**src/rtl/mux_2to1.sv**
```systemverilog
// Two-input mux: combinational y, enable-gated registered y_q,
// and a saturating counter of sel transitions for debug.
module mux_2to1 #(
  parameter int WIDTH = 1,
  parameter int CNT_W = 8
) (
  input  logic             clk,
  input  logic             rst_n,
  input  logic [WIDTH-1:0] i0,
  input  logic [WIDTH-1:0] i1,
  input  logic             sel,
  input  logic             en,
  output logic [WIDTH-1:0] y,
  output logic [WIDTH-1:0] y_q,
  output logic [CNT_W-1:0] sel_cnt
);

  logic [WIDTH-1:0] w_y;
  logic [WIDTH-1:0] r_y_q;
  logic             r_sel_d;
  logic [CNT_W-1:0] r_cnt;
  logic             w_toggle;
  logic             w_sat;

  assign w_y      = sel ? i1 : i0;
  assign w_toggle = sel ^ r_sel_d;
  assign w_sat    = &r_cnt;

  always_ff @(posedge clk) begin
    if (!rst_n) begin
      r_y_q <= '0;
    end else if (en) begin
      r_y_q <= w_y;
    end
  end

  // Counter sticks at all-ones once saturated
  always_ff @(posedge clk) begin
    if (!rst_n) begin
      r_sel_d <= 1'b0;
      r_cnt   <= '0;
    end else begin
      r_sel_d <= sel;
      if (w_toggle && !w_sat) begin
        r_cnt <= r_cnt + 1'b1;
      end
    end
  end

  assign y       = w_y;
  assign y_q     = r_y_q;
  assign sel_cnt = r_cnt;

endmodule

```
**config.mk**
```make
export PLATFORM = sky130hd
export DESIGN_NAME = mux_2to1
export DESIGN_NICKNAME = d
export VERILOG_FILES = /design/src/rtl/mux_2to1.sv
export SDC_FILE = /design/constraint.sdc
export NUM_CORES = 1
export LEC_CHECK = 0
export BUFFER_PORTS_ARGS = -buffer_cell sky130_fd_sc_hd__buf_2
export CAP_MARGIN = 20
export CORE_AREA = 2 2 39 41
export CTS_CLUSTER_SIZE = 25
export DETAILED_ROUTE_END_ITERATION = 7
export DIE_AREA = 0 0 41 43
export PLACE_DENSITY_LB_ADDON = 0.12
export SETUP_SLACK_MARGIN = 0.3
export SYNTH_ARGS = -nofsm -noshare
export SYNTH_HDL_FRONTEND = slang
export SYNTH_SLANG_ARGS = --single-unit
```
**constraint.sdc**
```tcl
create_clock -name clk -period 1.22 [get_ports clk]
set_clock_uncertainty 0.1 [all_clocks]
set_input_delay 0.061 -clock clk [delete_from_list [all_inputs] [get_ports clk]]
set_output_delay 0.061 -clock clk [all_outputs]
set_load 0.02 [all_outputs]
```
==> run summary <==
The flow ran to the end, but the final reports show violations. The final reports fail on setup timing. For the remaining antenna violation count, the log shows 0. The worst setup path is captured at a flop. The final RePlAce weighted congestion came out at 0.775. The proportion of layout cells with a drive suffix above 1 was 0.705. No sink is reached through more buffers than the 2 on the longest clock path.

The static leakage was 0.409 nW; the netlist area before placement was 518 um^2. The logs give 0 for the final max-slew violation count and 10 for the TritonCTS sink count. The top achievable clock speed was 0.749 GHz. The library cells used most frequently in the layout, excluding fill and tap cells, are buf_6 (14), buf_4 (11), dfxtp_4 (9), buf_2 (5).

Setup repair after global routing could not meet its margin everywhere. The run gives 7 as the number of endpoints failing setup at the final stage. Counting flops and latches in the post-synthesis netlist gives 10. The first-pass GRT wire length was 2070 um; the count of boundary I/O pins was 16. The via count normalized by instance count was 5.17. The maximum number of pins on one net before global-route repair came out at 14. The first routing iteration left 10 violations. Max-cap violations in this run came to 0. The worst relative slew slack was 0.832. Counting every net in the synthesized netlist gives 61.

The total congestion overflow was 0. The die is 41 um wide. In the final design database the tool counted 96 nets. Each instance of the synthesized netlist takes up on average 9.59 um^2.

TritonCTS built the clock tree. Total number of yosys warnings: 0. The logs give 495 for the via count of the first global-routing pass and 0.583 mV for the maximum ir drop on the vdd rail.

The tools report the category of the worst setup path launch point as a flop. The detailed-route DRC error count came out at 0. In this run the standard cell core region covers 0.00138 mm^2.

The run gives 0 as the initial antenna violation count. The critical register-to-register path startpoint was sel_cnt[0]. In this run the worst path has a maximum fanout of 3. The worst hold path belongs to the class input pin to flop.

The final layout contains routed wiring with a total length of 1340 um. The number of fill cells was 95. At the pin with the least slew margin, the transition time is 249 ps.

For the count of distinct cell types in the synthesized netlist, the log shows 29. Synthesis produced a netlist whose cell count is 54. For the post-layout instance count excluding filler cells, the log shows 104. The number of levels the H-tree was split into is 1. Detailed routing inserted a total of 538 vias.

After floorplanning, the core was divided into 14 placement rows. The post-layout utilization of the core was 0.720; the power density of the placed cells was 834 mW/mm^2. The post-route fraction of the period consumed by the critical path works out to 1.09.

Once detailed placement completed, the half-perimeter wirelength came to 954 um. The post-layout minimum cycle time came out at 1340 ps. In this run the vertical extent of the chip is 43 um. In the final routed layout, each cell accounts on average for 12.8 um. The repair_antennas step left the layout with diodes totalling 0. The area growth from synthesis to layout is 92.3%. Sequential element share of the synthesized area: 0.386.

Tracing the worst setup path back leads to its startpoint at sel_cnt[0]. The worst hold path begins at rst_n. The post-route cell area is 996 um^2, and the number of buffers inserted by port buffering is 15. Counting the buffers created by CTS gives 3.

Leaving out fill and tap cells, the most frequent cell in the layout is buf_6. For the worst-skew pair, the clock arrives at the later sink with an insertion delay of 260 ps. The run gives 0.173 as the overall track demand over capacity in global routing. By startpoint and endpoint, the worst setup path is classified as flop to flop. Counting tap cells, the placed design contains a total of 91 instances.

The tools report the number of endpoints with negative hold slack in the final report as 0. Library cell used as clock root buffer: clkbuf_4. For the worst setup path, the data arrival time is 1420 ps.

The die outline area was 0.00176 mm^2; the clock transition at the registers of the reported paths was 60 ps. The tools report the final worst slack as -115 ps. The data required time of the critical path came out at 1310 ps. The run gives 0.374 as the effective utilization at floorplan. Before antenna repair, the detailed router went through 3 iterations. After detailed placement, the total cell area comes to 742 um^2.
per-stage QoR:
step / hold slack (ps) / power (W) / setup WS [ps] / TNS [ps]
finish: 30.7 / 0.000831 / -115 / -514
global route: 35.2 / 0.000873 / -177 / -893
CTS: 13.0 / 0.000837 / -63.5 / -136
detailed placement: 253 / 0.000490 / -54.3 / -142
global placement: 251 / 0.000487 / -50.6 / -114
floorplan: 97.2 / 0.000436 / -50.4 / -50.4
critical path: stages, from the launching register on:
cell and delay [ps]:
dfxtp_4 370, ha_4 140, nand2_4 60, buf_4 140, or3_1 310, a21oi_1 130
cell type report:
cell class / count / area (um^2) / area share
multi-input combinational: 41 / 422 / 0.423
timing repair buffer: 31 / 275 / 0.276
sequential: 10 / 235 / 0.236
clock buffer: 4 / 36.3 / 0.0364
tap: 16 / 20.0 / 0.0201
inverter: 2 / 7.51 / 0.00754
cell families after synthesis:
kind of cell    share of synthesized area
compound gates                      0.196
xor+xnor                           0.0483
fa+ha+maj                          0.0242
buf+inv                            0.0217
flops                               0.386
mux                                0.0990
simple gates                        0.225
flip-flops by register name, summed over array words and instances (netlist names):
signal,cells
r_sel_d,1
sel_cnt,8
y_q,1
cells in the mapped netlist:
master / count / area, um^2
nand3_1: 2 / 10.0
o2111ai_1: 1 / 8.76
a211oi_1: 1 / 7.51
inv_1: 2 / 7.51
o41ai_1: 1 / 8.76
nor3b_1: 1 / 7.51
nor2_1: 1 / 3.75
o311a_1: 2 / 20.0
mux2_2: 1 / 11.3
and3_1: 1 / 6.26
xnor2_1: 1 / 8.76
and3b_1: 1 / 8.76
nand2b_1: 3 / 18.8
nand4_1: 1 / 6.26
a31o_2: 1 / 8.76
or3_1: 1 / 6.26
o21a_1: 1 / 7.51
a21oi_1: 3 / 15.0
and4_1: 1 / 8.76
and2_2: 1 / 7.51
nand2_1: 7 / 26.3
xor2_2: 1 / 16.3
a41o_1: 1 / 10.0
a2111oi_2: 1 / 15.0
clkbuf_1: 1 / 3.75
nor2b_1: 1 / 6.26
dfxtp_1: 10 / 200
mux2i_1: 4 / 40.0
ha_1: 1 / 12.5
worst paths after layout:
| path | cells past startpoint | end | slack, ps |
|---|---|---|---|
| worst max-delay path | 5 | sel_cnt[6] | -120 |
| worst min-delay path | 3 | sel_cnt[6] | 30 |
| worst max register to register | 5 | sel_cnt[6] | -120 |
| worst min register to register | 2 | y_q | 410 |
layer usage:
metal	GRT usage	wire length, um
met1	0.234	620
met2	0.247	641
met3	0.0942	75
met4	0.0200	0
met5	0	0
power breakdown:
part	internal (W)	switching [W]	total, W
clock network	0.000181	0.000111	0.000292
registers	0.000330	0.0000195	0.000349
logic	0.000107	0.0000826	0.000190
timing repair:
| action | 4_1_cts | 5_1_grt |
|---|---|---|
| hold buffers | 1 | 0 |
| cloned | 0 | 0 |
| pin swaps | 8 | 9 |
| setup buffers | 3 | 5 |
| gates resized for setup | 27 | 12 |
| hold endpoints to repair | 1 | 0 |
| endpoints found under the setup margin | 17 | 18 |
Power figures use the tool's default switching activity.
